===== config.mk =====
export PLATFORM = sky130hd
export DESIGN_NAME = spi_master_flat
export DESIGN_NICKNAME = d
export VERILOG_FILES = /design/src/rtl/spi_master_if.sv /design/src/rtl/spi_master.sv /design/src/flat_wrapper.sv
export SDC_FILE = /design/constraint.sdc
export NUM_CORES = 1
export LEC_CHECK = 0
export CORE_UTILIZATION = 65
export CTS_BUF_LIST = sky130_fd_sc_hd__clkbuf_4
export DETAILED_ROUTE_END_ITERATION = 10
export DONT_BUFFER_PORTS = 1
export PLACE_DENSITY = 0.87
export SYNTH_ARGS = -nofsm -noshare
export SYNTH_HDL_FRONTEND = slang
export SYNTH_SLANG_ARGS = --single-unit

===== constraint.sdc =====
create_clock -name clk -period 7.1 [get_ports clk]
set_input_delay 1.065 -clock clk [delete_from_list [all_inputs] [get_ports clk]]
set_output_delay 1.065 -clock clk [all_outputs]
set_load 0.01 [all_outputs]

===== src/rtl/spi_master_if.sv =====
// SPI master bus bundle: host handshake, data bytes and the four SPI pins.
// master modport faces the spi_master block, slave modport faces its user.
interface spi_master_if;
  localparam int unsigned DATA_W = 8;

  logic              start;
  logic              cpha;
  logic [DATA_W-1:0] masterDataIN;
  logic [DATA_W-1:0] masterDataOUT;
  logic              busy;
  logic              done;
  logic              sclk;
  logic              mosi;
  logic              miso;
  logic              cs;

  modport master (
    input  start, cpha, masterDataIN, miso,
    output masterDataOUT, busy, done, sclk, mosi, cs
  );

  modport slave (
    output start, cpha, masterDataIN, miso,
    input  masterDataOUT, busy, done, sclk, mosi, cs
  );
endinterface


===== src/rtl/spi_master.sv =====
// Single-byte SPI master, MSB first, CPOL=0, per-transfer selectable CPHA.
// Frame: SETUP (CLK_DIV cycles) -> 16 sclk half-periods -> HOLD (CLK_DIV cycles).
// Optional feature macro: SPI_MASTER_LOOPBACK_EN adds a loopback input that
// feeds the internal mosi value into the receive sampler instead of miso.
module spi_master #(
  parameter int unsigned CLK_DIV = 2
) (
  input  logic         clk,
  input  logic         reset,
`ifdef SPI_MASTER_LOOPBACK_EN
  input  logic         loopback,
`endif
  spi_master_if.master bus
);

  localparam int unsigned DATA_W    = 8;
  localparam int unsigned DIV_W     = 8;
  localparam int unsigned EDGE_W    = 5;
  localparam int unsigned NUM_EDGES = 16;

  typedef enum logic [1:0] {
    IDLE  = 2'd0,
    SETUP = 2'd1,
    XFER  = 2'd2,
    HOLD  = 2'd3
  } state_t;

  state_t              state;
  logic [DIV_W-1:0]    div_cnt;
  logic [EDGE_W-1:0]   edge_cnt;
  logic [DATA_W-1:0]   tx_sr;
  logic [DATA_W-1:0]   rx_sr;
  logic                cpha_q;
  logic                sclk_q;
  logic                mosi_q;
  logic                cs_q;
  logic                busy_q;
  logic                done_q;
  logic [DATA_W-1:0]   dout_q;
  logic                rx_bit_c;

  // Receive bit source: the pin, or the transmitted bit in loopback mode
`ifdef SPI_MASTER_LOOPBACK_EN
  assign rx_bit_c = loopback ? mosi_q : bus.miso;
`else
  assign rx_bit_c = bus.miso;
`endif

  assign bus.sclk          = sclk_q;
  assign bus.mosi          = mosi_q;
  assign bus.cs            = cs_q;
  assign bus.busy          = busy_q;
  assign bus.done          = done_q;
  assign bus.masterDataOUT = dout_q;

  // Transfer sequencer: state, divider, edge counter, shifters and pin registers
  always_ff @(posedge clk) begin
    if (reset) begin
      state    <= IDLE;
      div_cnt  <= '0;
      edge_cnt <= '0;
      tx_sr    <= '0;
      rx_sr    <= '0;
      cpha_q   <= 1'b0;
      sclk_q   <= 1'b0;
      mosi_q   <= 1'b0;
      cs_q     <= 1'b1;
      busy_q   <= 1'b0;
      done_q   <= 1'b0;
      dout_q   <= '0;
    end else begin
      done_q <= 1'b0;
      case (state)
        IDLE: begin
          if (bus.start) begin
            state    <= SETUP;
            div_cnt  <= DIV_W'(CLK_DIV - 1);
            edge_cnt <= '0;
            tx_sr    <= bus.masterDataIN;
            rx_sr    <= '0;
            cpha_q   <= bus.cpha;
            mosi_q   <= bus.masterDataIN[DATA_W-1];
            sclk_q   <= 1'b0;
            cs_q     <= 1'b0;
            busy_q   <= 1'b1;
          end
        end

        // SETUP is the first low half-period; both share the toggle logic
        SETUP, XFER: begin
          if (div_cnt != '0) begin
            div_cnt <= div_cnt - DIV_W'(1);
          end else if (edge_cnt == EDGE_W'(NUM_EDGES)) begin
            state   <= HOLD;
            div_cnt <= DIV_W'(CLK_DIV - 1);
            sclk_q  <= 1'b0;
          end else begin
            state    <= XFER;
            div_cnt  <= DIV_W'(CLK_DIV - 1);
            edge_cnt <= edge_cnt + EDGE_W'(1);
            sclk_q   <= ~sclk_q;
            if (!sclk_q) begin
              // rising edge
              if (cpha_q) begin
                mosi_q <= tx_sr[DATA_W-1];
                tx_sr  <= {tx_sr[DATA_W-2:0], 1'b0};
              end else begin
                rx_sr  <= {rx_sr[DATA_W-2:0], rx_bit_c};
              end
            end else begin
              // falling edge
              if (cpha_q) begin
                rx_sr  <= {rx_sr[DATA_W-2:0], rx_bit_c};
              end else begin
                mosi_q <= tx_sr[DATA_W-2];
                tx_sr  <= {tx_sr[DATA_W-2:0], 1'b0};
              end
            end
          end
        end

        HOLD: begin
          if (div_cnt != '0) begin
            div_cnt <= div_cnt - DIV_W'(1);
          end else begin
            state  <= IDLE;
            sclk_q <= 1'b0;
            mosi_q <= 1'b0;
            cs_q   <= 1'b1;
            busy_q <= 1'b0;
            done_q <= 1'b1;
            dout_q <= rx_sr;
          end
        end

        default: state <= IDLE;
      endcase
    end
  end

endmodule

===== src/flat_wrapper.sv =====
// flat-port wrapper written by rule: the top's interface ports become plain ports
module spi_master_flat 
#(
  parameter int unsigned CLK_DIV = 2
)
  (clk, reset, bus_start, bus_cpha, bus_masterDataIN, bus_miso, bus_masterDataOUT, bus_busy, bus_done, bus_sclk, bus_mosi, bus_cs);
  spi_master_if bus_i ();
  input  logic clk;
  input  logic reset;
  input wire logic [$bits(bus_i.start)-1:0] bus_start;
  input wire logic [$bits(bus_i.cpha)-1:0] bus_cpha;
  input wire logic [$bits(bus_i.masterDataIN)-1:0] bus_masterDataIN;
  input wire logic [$bits(bus_i.miso)-1:0] bus_miso;
  output wire logic [$bits(bus_i.masterDataOUT)-1:0] bus_masterDataOUT;
  output wire logic [$bits(bus_i.busy)-1:0] bus_busy;
  output wire logic [$bits(bus_i.done)-1:0] bus_done;
  output wire logic [$bits(bus_i.sclk)-1:0] bus_sclk;
  output wire logic [$bits(bus_i.mosi)-1:0] bus_mosi;
  output wire logic [$bits(bus_i.cs)-1:0] bus_cs;
  assign bus_i.start = bus_start;
  assign bus_i.cpha = bus_cpha;
  assign bus_i.masterDataIN = bus_masterDataIN;
  assign bus_i.miso = bus_miso;
  assign bus_masterDataOUT = bus_i.masterDataOUT;
  assign bus_busy = bus_i.busy;
  assign bus_done = bus_i.done;
  assign bus_sclk = bus_i.sclk;
  assign bus_mosi = bus_i.mosi;
  assign bus_cs = bus_i.cs;
  spi_master #(.CLK_DIV(CLK_DIV)) u_core (.clk(clk), .reset(reset), .bus(bus_i));
endmodule

== Yosys cells after proc, flatten, opt, wreduce, memory -nomap -nowiden ==
Index checks and enable logic that the tools add are counted.

* Bits in registers: 45
* Input port bits: 13
* Output and inout port bits: 13

* Muxes and demuxes: 44
* Eq/ne operators: 13
* Reductions and logical operators: 15
* $add $sub $neg: 2
* Bitwise logic cells: 3

{| class="wikitable"
|+ Operators with widths
! operator !! count
|-
| two-way mux 8 bit || 15
|-
| case mux 8 bit (2 select lines) || 2
|-
| case mux 8 bit (3 select lines) || 1
|-
| AND reduction 6 bit || 3
|-
| two-way mux 5 bit || 3
|-
| two-way mux 1 bit || 14
|-
| case mux 5 bit (2 select lines) || 1
|-
| != test 2 bit (second input constant) || 4
|-
| nonzero test 8 bit || 1
|-
| subtractor 8 x 1 -> 8 bit (second input constant) || 1
|-
| two-way mux 2 bit || 3
|-
| != test 3 bit (second input constant) || 2
|-
| case mux 1 bit (3 select lines) || 2
|-
| case mux 2 bit (3 select lines) || 1
|-
| AND reduction 2 bit || 3
|-
| AND reduction 3 bit || 2
|-
| adder 5 x 1 -> 5 bit (second input constant) || 1
|-
| equality test 5 bit (second input constant) || 1
|-
| equality test 2 bit (second input constant) || 2
|-
| case mux 1 bit (2 select lines) || 2
|-
| AND reduction 4 bit || 1
|-
| nonzero test 2 bit || 2
|-
| OR reduction 2 bit || 2
|-
| != test 3 x 1 -> 1 bit (second input constant) || 1
|-
| other kinds (5) || 7
|}

== Logic depth before layout (Yosys ltp) ==
Gate-level depths: netlist of the first run.

* Word-level depth: 5
* Mapped depth: 8
* Depth with buffers taken out: 6

== Least setup slack after synthesis of the first run ==
No wires, ideal clock.

* Path kind: input to register
* Start: input bus_start
* End: register u_core.div_cnt[4]
* Setup time: 86 ps
* Stages: 5
* Buffers on the path: 1
* Path slack: 4380 ps
* Required time: 7014 ps
* Arrival: 2634 ps
* Cells stage by stage: nand2b_1 -> clkdlybuf4s50_1 -> o31ai_1 -> or4_2 -> a211oi_1

* Longest elaborated chain between the ends: 2

{| class="wikitable"
|+ Ends and longest elaborated chain
! item !! RTL line !! text
|-
| from (decl) || flat_wrapper.sv:10 || <nowiki>input wire logic [$bits(bus_i.start)-1:0] bus_start;</nowiki>
|-
| != test 2 bit (no source line) || -- ||
|-
| AND reduction 2 bit (no source line) || -- ||
|-
| to (signal assigned) || spi_master.sv:77 || <nowiki>div_cnt <= DIV_W'(CLK_DIV - 1);</nowiki>
|-
| to (signal assigned) || spi_master.sv:92 || <nowiki>div_cnt <= div_cnt - DIV_W'(1);</nowiki>
|-
| to (signal assigned) || spi_master.sv:95 || <nowiki>div_cnt <= DIV_W'(CLK_DIV - 1);</nowiki>
|-
| to (decl) || spi_master.sv:29 || <nowiki>logic [DIV_W-1:0] div_cnt;</nowiki>
|}

No other way between the ends.
A chain may end at the register's enable or synchronous reset.

== Worst setup path after layout of the first run ==
* Start: register u_core.state[1]
* End: register u_core.rx_sr[3]

* Longest elaborated chain between the ends: 4
* Elaborated cells between the ends (all ways): 12
* Classes of those cells: eq/ne: 7; mux: 1; reduce/logical: 4

{| class="wikitable"
|+ Ends and longest elaborated chain
! item !! RTL line !! text
|-
| from (decl) || spi_master.sv:28 || <nowiki>state_t state;</nowiki>
|-
| from (signal assigned) || spi_master.sv:59 || <nowiki>state <= IDLE;</nowiki>
|-
| from (signal assigned) || spi_master.sv:76 || <nowiki>state <= SETUP;</nowiki>
|-
| from (signal assigned) || spi_master.sv:94 || <nowiki>state <= HOLD;</nowiki>
|-
| equality test 2 x 1 -> 1 bit or equality test 2 bit (tied branches) || spi_master.sv:73 || <nowiki>case (state)</nowiki>
|-
| OR reduction 2 bit || spi_master.sv:73 ||
|-
| != test 3 x 2 -> 1 bit (no source line), or another cell as far along || -- ||
|-
| AND reduction 6 bit (no source line) || -- ||
|-
| to (signal assigned) || spi_master.sv:108 || <nowiki>rx_sr <= {rx_sr[DATA_W-2:0], rx_bit_c};</nowiki>
|-
| to (signal assigned) || spi_master.sv:113 || <nowiki>rx_sr <= {rx_sr[DATA_W-2:0], rx_bit_c};</nowiki>
|-
| to (decl) || spi_master.sv:32 || <nowiki>logic [DATA_W-1:0] rx_sr;</nowiki>
|}

Several ways; a longest one is shown, not always the timed one.

==> metrics.csv, run 1 <==
metric,value,unit
Final Cycle Share,37.3,%
"FFs w/ async S/R, synth",0,%
antenna fix cells,0,
"area leader, netlist",dfxtp_1,
reg2reg end,u_core.rx_sr[3]$_SDFFE_PP0P_,
"top cells by area, synth","dfxtp_1 43%, nor2_1 4.3%, a21oi_1 4.1%, mux2i_1 3.8%, a22o_1 3.8%",
synth unique cells,50,
fin crit period,2640,ps
# port buffers,0,
final setup TNS,0,ps
layout cells sized above 1,11.3,%
number of synthesized flops with an enable pin,0,
max-slew violations,0,
"FF+latch count, synth",45,
grt ovf,0,
depth of the CTS H-tree,2,
CTS Buf Count,5,
Clock Skew,11.8,ps
most frequent cells after synthesis,"45 x dfxtp_1, 24 x nor2_1, 17 x a21oi_1, 12 x nor3_1, 11 x inv_1",
Setup crit start kind,flip-flop,
critical path type,flip-flop to flip-flop,
status,"finished, final reports clean",
ys flop type,dfxtp_1,
CTS tree,done,
FILL cells,240,
final weighted congestion of routability-driven global placement,0.934,
CTS hold repair buffers,0,
Vias/cell,6.70,
setup repair bufs after CTS,0,
clk_lat worst skew,370,ps
Layout area overhead,2.45,%
CTS root buf,clkbuf_4,
drt initial violations,217,
Rows,20,
Slowest cell on crit path,nor2b_1,
Syn Nets,246,
Clock Path Buffers,2,
slack of the critical path,4460,ps
# clock sinks,45,
required time worst endpoint,7410,ps
vias in the first global route,1616,
RSZ-0062 raised after global routing,false,
CTS clock-pin slew for the worst setup and hold paths,130,ps
top-count cell post-synth,dfxtp_1,
average routed wire per standard cell,16.6,um
pre-CTS setup slack,4210,ps
Total Power,1050,uW
Reg-to-Reg Start,u_core.state[1]$_SDFFE_PP0P_,
CTS resizes,0,
Reg2Reg Depth,6,
CP Launch Point,u_core.state[1]$_SDFFE_PP0P_,
Worst-Margin Slew,994,ps
CP Capture Type,flip-flop,
Hold Path Depth,2,
Cell Pwr Density,490,nW/um2
I/O pin total,26,
Die Wd,58.8,um
Routed Antenna Nets,0,
Synth Cell Area,2090,um2
vias after detailed routing,1776,
FF/Latch Area,901,um2
leakage,0.000845,uW
Max Cap Viol,0,
core footprint,3050,um2
first-pass GRT wire length,7310,um
Die ar.,3450,um2
drt pass-1 iters,4,
pin count of the biggest net entering global routing,38,
utilization after layout,70.2,%
maximum vdd ir drop,0.000350,V
Final Hold Viols,0,
yosys synthesis warning count,0,
Critical Path AT,2960,ps
die height,58.8,um
Initial Utilization,68.6,%
"Largest stage delay, worst path",770,ps
HP Class,flip-flop to flip-flop,
CP cell instances,inv_1 -> ha_1 -> nor2b_1 -> nor2_1 -> o22ai_1 -> a22o_1,
DP Wirelength,3100,um
"Max FO, Critical Path",14,
antenna violations before repair,0,
endpoints failing setup,0,
Syn Inst Count,228,
Total Wirelength,4390,um
sequential fraction of the synthesis area,43.0,%
GRT Total Usage,27.6,%
Residual DRC,0,
multi-input logic area,1060,um2
Yosys top cell area share,43.0,%
relative slew slack,33.1,%
r2r setup slk,4460,ps
NumNets Final,238,
Fmax,378,MHz
Mean Syn Cell Area,9.18,um2
crit path capture,u_core.rx_sr[3]$_SDFFE_PP0P_,
## area by class of cell
type                       instances  area share [%]
multi-input combinational        157            49.6
clock inverter                     2            1.81
clock buffer                       6            2.10
sequential                        45            42.0
inverter                          11            1.93
tap                               44            2.57
## metrics by stage
stage | hold slack (ps) | cells | cell area, um2
CTS | 488 | 265 | 2140
global route | 531 | 265 | 2140
floorplan | 445 | 228 | 2090
detailed placement | 470 | 257 | 2060
global placement | 462 | 257 | 2060
finish | 487 | 265 | 2140
## power breakdown
part	total [uW]	switching, uW	internal (uW)	leakage (uW)
Sequential	357	50.6	306	0.000367
Combinational	530	336	194	0.000432
Clock	163	84.3	78.8	0.0000459
## cell usage in the layout (no fill, tap or decap), drive strengths merged, types with 2 or more instances in the layout
cell and n:
clkbuf 6, mux2i 8, nand4 3, nand3 6
a21oi 17, a22o 9, ha 5, nand2b 3
nor4 3, nor3 12, dfxtp 45, o31ai 5
inv 11, o21ai 6, a31oi 4, or3 3
or2 2, a221oi 2, nand2 5, o21a 2
a2111oi 2, a211o 2, or4 5, a211oi 4
o221a 7, nor2 24
## sequential cells by signal (all words and copies together) (netlist names)
name,cells
u_core.bus.done,1
u_core.cpha_q,1
u_core.tx_sr,8
u_core.bus.masterDataOUT,8
u_core.bus.mosi,1
u_core.bus.sclk,1
u_core.bus.busy,1
u_core.state,2
u_core.edge_cnt,5
u_core.bus.cs,1
u_core.div_cnt,8
u_core.rx_sr,8
## critical path: cells and delay by family, from the launching register on
kind	cells	cell delay (ps)
AO/OA/AOI/OAI	2	850
adder cells (fa/ha/maj)	1	290
AND/OR/NAND/NOR	2	1040
buffers and inverters	1	80
flip-flops	1	330
## worst min-delay path by stage
stage	to	slack, ps	start
floorplan	u_core.edge_cnt[4]$_SDFFE_PP0P_	450	u_core.edge_cnt[4]$_SDFFE_PP0P_
global placement	u_core.edge_cnt[4]$_SDFFE_PP0P_	460	u_core.edge_cnt[4]$_SDFFE_PP0P_
detailed placement	u_core.tx_sr[0]$_SDFFE_PP0P_	470	u_core.tx_sr[0]$_SDFFE_PP0P_
CTS	u_core.tx_sr[0]$_SDFFE_PP0P_	490	u_core.tx_sr[0]$_SDFFE_PP0P_
global route	u_core.tx_sr[0]$_SDFFE_PP0P_	530	u_core.tx_sr[0]$_SDFFE_PP0P_
finish	u_core.tx_sr[0]$_SDFFE_PP0P_	490	u_core.tx_sr[0]$_SDFFE_PP0P_
## routing by layer
metal | part of all wire, % | GRT usage, % | up-vias
li1 | - | - | 850
met5 | 0 | 0 | -
met3 | 7.1 | 7.25 | 7
met4 | 1.4 | 9.18 | 0
met2 | 47 | 44.8 | 73
met1 | 45 | 35.8 | 846
## cells by family (layout without fill, tap and decap cells)
family	after synthesis	in the layout	share of synthesized area, %
AND/OR/NAND/NOR	72	72	18.1
AO/OA/AOI/OAI	69	69	24.5
flip-flops	45	45	43.0
buffers and inverters	26	19	6.16
multiplexers	9	9	4.36
adder cells (fa/ha/maj)	5	5	2.99
XOR/XNOR	2	2	0.837
(Power assumes the default switching activity.)
==> run 2: changes to the inputs <==
Clock period 7.1 ns to 2.7 ns, I/O delays scaled along.
==> metrics.csv, run 2 (synthesized netlist as in run 1, its figures left out) <==
metric,value,unit
status,"finished, final reports clean",
CTS Buf Count,5,
Buf/Inv on CP,1,
Clock Skew,8.13,ps
HP Class,input port to flip-flop,
Total Wirelength,4290,um
relative slew slack,46.7,%
CP cell instances,inv_1 -> ha_1 -> or3b_2 -> nor3_1 -> nand4_1 -> o221a_2,
Die Wd,58.8,um
depth of the CTS H-tree,2,
fin area,2170,um2
"commonest non-fill, non-tap cell in the layout",dfxtp_1,
required time worst endpoint,2960,ps
drt initial violations,158,
drt pass-1 iters,4,
final setup TNS,0,ps
CTS root buf,clkbuf_4,
leakage,0.000865,uW
met3 wire length,308,um
fin crit period,2420,ps
endpoints failing setup,0,
"Largest stage delay, worst path",540,ps
Layout area overhead,3.89,%
utilization after layout,71.2,%
Final Cycle Share,89.4,%
slack of the critical path,285,ps
"Max FO, Critical Path",7,
Vias/cell,6.45,
GRT Total Usage,26.5,%
RSZ-0062 raised after global routing,false,
clk_lat worst skew,360,ps
CTS resizes,0,
CTS clock-pin slew for the worst setup and hold paths,120,ps
final weighted congestion of routability-driven global placement,0.911,
Total Power,2820,uW
most frequent cells in the layout,"45 x dfxtp_1, 24 x nor2_1, 17 x a21oi_1",
Crit path max-delay family,simple AND/OR/NAND/NOR gates,
I/O pin total,26,
Final Hold Viols,0,
Cell Pwr Density,1300,nW/um2
pre-CTS setup slack,325,ps
Critical Path AT,2680,ps
Fmax,414,MHz
NumNets Final,242,
vias in the first global route,1536,
layout cells sized above 1,12.9,%
Clock Path Buffers,2,
CTS tree,done,
DP Wirelength,3000,um
# clock sinks,45,
antenna violations before repair,0,
antenna fix cells,0,
# port buffers,0,
average routed wire per standard cell,16.0,um
setup repair bufs after CTS,0,
pin count of the biggest net entering global routing,38,
Residual DRC,0,
die height,58.8,um
Initial Utilization,68.6,%
WL met1,1880,um
critical path type,flip-flop to flip-flop,
first-pass GRT wire length,6910,um
Placed Area,2090,um2
max-slew violations,0,
Rows,20,
maximum vdd ir drop,0.000893,V
CTS hold repair buffers,0,
grt ovf,0,
Slowest cell on crit path,or3b_2,
vias after detailed routing,1736,
Routed Antenna Nets,0,
Top Layer Used,met4,
CP Capture Type,flip-flop,
Max Cap Viol,0,
Setup crit start kind,flip-flop,
DR WL met2,2020,um
Die ar.,3450,um2
core footprint,3050,um2
Worst-Margin Slew,788,ps
[run 2: cell count changes in the layout (fill, tap and decap cells not counted), sizes merged]
cell / delta
buf: +4
[run 2: worst reg2reg max path, cell delays in order, from the launching register on]
cell,delay [ps]
dfxtp_1,350
inv_1,80
ha_1,190
or3b_2,540
nor3_1,440
nand4_1,370
o221a_2,350
[run 2: final cells by class]
class                   count  area [um2]
clock inverters             2        38.8
flip-flops and latches     45         901
well taps                  44        55.1
repair buffers              4        30.0
fillers                   227         878
inverters                  11        41.3
clock buffers               6        45.0
multi-input cells         157        1060
[run 2: power breakdown]
part           internal [uW]  switching [uW]  total (uW)
clock network            207             212         419
logic                    561             897        1460
registers                807             138         945
total                   1580            1250        2820
[run 2: final timing paths]
path / slack, ps / start / cells after the start / end
worst max-delay path: 280 / u_core.div_cnt[0]$_SDFFE_PP0P_ / 6 / u_core.tx_sr[1]$_SDFFE_PP0P_
worst min-delay path: 100 / reset / 1 / u_core.cpha_q$_SDFFE_PP0P_
worst max register to register: 280 / u_core.div_cnt[0]$_SDFFE_PP0P_ / 6 / u_core.tx_sr[1]$_SDFFE_PP0P_
worst min register to register: 500 / u_core.rx_sr[7]$_SDFFE_PP0P_ / 1 / u_core.rx_sr[7]$_SDFFE_PP0P_
[run 2: per-layer routing]
metal  up-vias  track usage (%)
li1        856                -
met1       803             32.6
met2        68             42.5
met3         9             8.13
met4         0             11.9
met5         -                0
[run 2: per-stage QoR]
stage / hold slack, ps / std cells
after global routing: 69.6 / 269
after detailed placement: 470 / 261
final: 99.9 / 269
after global placement: 465 / 261
after CTS: 86.0 / 269
after floorplan: 445 / 228
==> run 3: changes to the inputs <==
Settings changed: CORE_UTILIZATION 65 to 57, DONT_BUFFER_PORTS 1 to unset, PLACE_DENSITY 0.87 to 0.88.
==> metrics.csv, run 3 (synthesized netlist as in run 1, its figures left out) <==
metric,value,unit
CTS hold repair buffers,0,
NumNets Final,270,
antenna violations before repair,0,
CP Capture Type,flip-flop,
slack of the critical path,204,ps
CTS resizes,0,
Residual DRC,0,
Comb pwr share,54.8,%
Cell Pwr Density,1150,nW/um2
Final Cycle Share,92.4,%
"commonest non-fill, non-tap cell in the layout",dfxtp_1,
pre-CTS setup slack,263,ps
"Max FO, Critical Path",7,
CTS root buf,clkbuf_4,
# clock sinks,45,
CTS Buf Count,5,
drt pass-1 iters,5,
Vias/cell,5.99,
Clock Path Buffers,2,
pin count of the biggest net entering global routing,20,
antenna fix cells,0,
maximum vdd ir drop,0.000628,V
critical path type,flip-flop to flip-flop,
core footprint,3420,um2
clk_lat worst skew,360,ps
Die Wd,62.6,um
leakage,0.000957,uW
Fmax,401,MHz
GRT Total Usage,24.1,%
final setup TNS,0,ps
sw power,1250,uW
RSZ-0062 raised after global routing,false,
fin crit period,2500,ps
Total Wirelength,4320,um
clock power share,11.8,%
I/O pin total,26,
Worst-Margin Slew,704,ps
Placed Area,2370,um2
layout cells sized above 1,12.6,%
Initial Utilization,61.3,%
Setup crit start kind,flip-flop,
grt ovf,0,
Rows,21,
CTS clock-pin slew for the worst setup and hold paths,130,ps
Final Hold Viols,0,
# port buffers,25,
Layout area overhead,15.8,%
FF/Latch Area,901,um2
Flop pwr share,33.4,%
fin area,2420,um2
Critical Path AT,2760,ps
DP Wirelength,3110,um
required time worst endpoint,2960,ps
Max Cap Viol,0,
final weighted congestion of routability-driven global placement,0.878,
relative slew slack,52.4,%
FILL cells,275,
Routed Antenna Nets,0,
average routed wire per standard cell,14.4,um
Die ar.,3920,um2
multi-input logic area,1060,um2
depth of the CTS H-tree,2,
vias in the first global route,1662,
max-slew violations,0,
drt initial violations,185,
setup repair bufs after CTS,0,
Power Internal,1530,uW
endpoints failing setup,0,
die height,62.6,um
vias after detailed routing,1790,
Net Sw Frac,44.9,%
Fin Hold WS,488,ps
status,"finished, final reports clean",
CTS tree,done,
first-pass GRT wire length,7600,um
Clock Skew,3.73,ps
most frequent cells in the layout,"45 x dfxtp_1, 25 x clkdlybuf4s50_1, 24 x nor2_1",
HP Class,flip-flop to flip-flop,
==> run 3: path summary, 6_finish.rpt <==
check	start	endpoint	slack, ps	cells after the start
worst max-delay path	u_core.div_cnt[0]$_SDFFE_PP0P_	u_core.tx_sr[3]$_SDFFE_PP0P_	200	6
worst min-delay path	u_core.edge_cnt[4]$_SDFFE_PP0P_	u_core.edge_cnt[4]$_SDFFE_PP0P_	490	2
worst max register to register	u_core.div_cnt[0]$_SDFFE_PP0P_	u_core.tx_sr[3]$_SDFFE_PP0P_	200	6
worst min register to register	u_core.edge_cnt[4]$_SDFFE_PP0P_	u_core.edge_cnt[4]$_SDFFE_PP0P_	490	2
==> run 3: final cells by class <==
type | count | area share, %
clock inverters | 3 | 0.877
multi-input cells | 157 | 43.9
flip-flops and latches | 45 | 37.2
repair buffers | 32 | 12.5
inverters | 11 | 1.70
clock buffers | 5 | 1.55
well taps | 46 | 2.37
==> run 3: per-layer routing <==
metal  track usage [%]  up-vias  routed length (um)
met5                 0        -                   0
met4              9.59        0                  44
met2              38.9       57                2040
met1              32.0      823                1950
met3              4.20        5                 285
li1                  -      905                   -
==> run 3: power groups by stage <==
stage          logic, uW  registers [uW]  clock network (uW)
6_report            1520             928                 327
5_1_grt             1700             949                 364
4_1_cts             1510             925                 336
3_5_place_dp        1500             940                   0
3_3_place_gp        1470             940                   0
2_1_floorplan       1210             918                   0
==> run 3: critical path, cell delays in order, from the launching register on <==
cell	delay (ps)
dfxtp_1	340
inv_1	80
ha_1	190
or3b_2	520
nor3_1	520
nand4_1	400
o221a_2	350
==> run 3: stage by stage <==
| stage | std cells | utilization, % | total power (uW) |
|---|---|---|---|
| final | 299 | 71.0 | 2780 |
| after global routing | 299 | 71.0 | 3010 |
| after CTS | 299 | 71.0 | 2770 |
| after detailed placement | 291 | 69.3 | 2440 |
| after global placement | 291 | 69.3 | 2410 |
| after floorplan | 228 | - | 2120 |
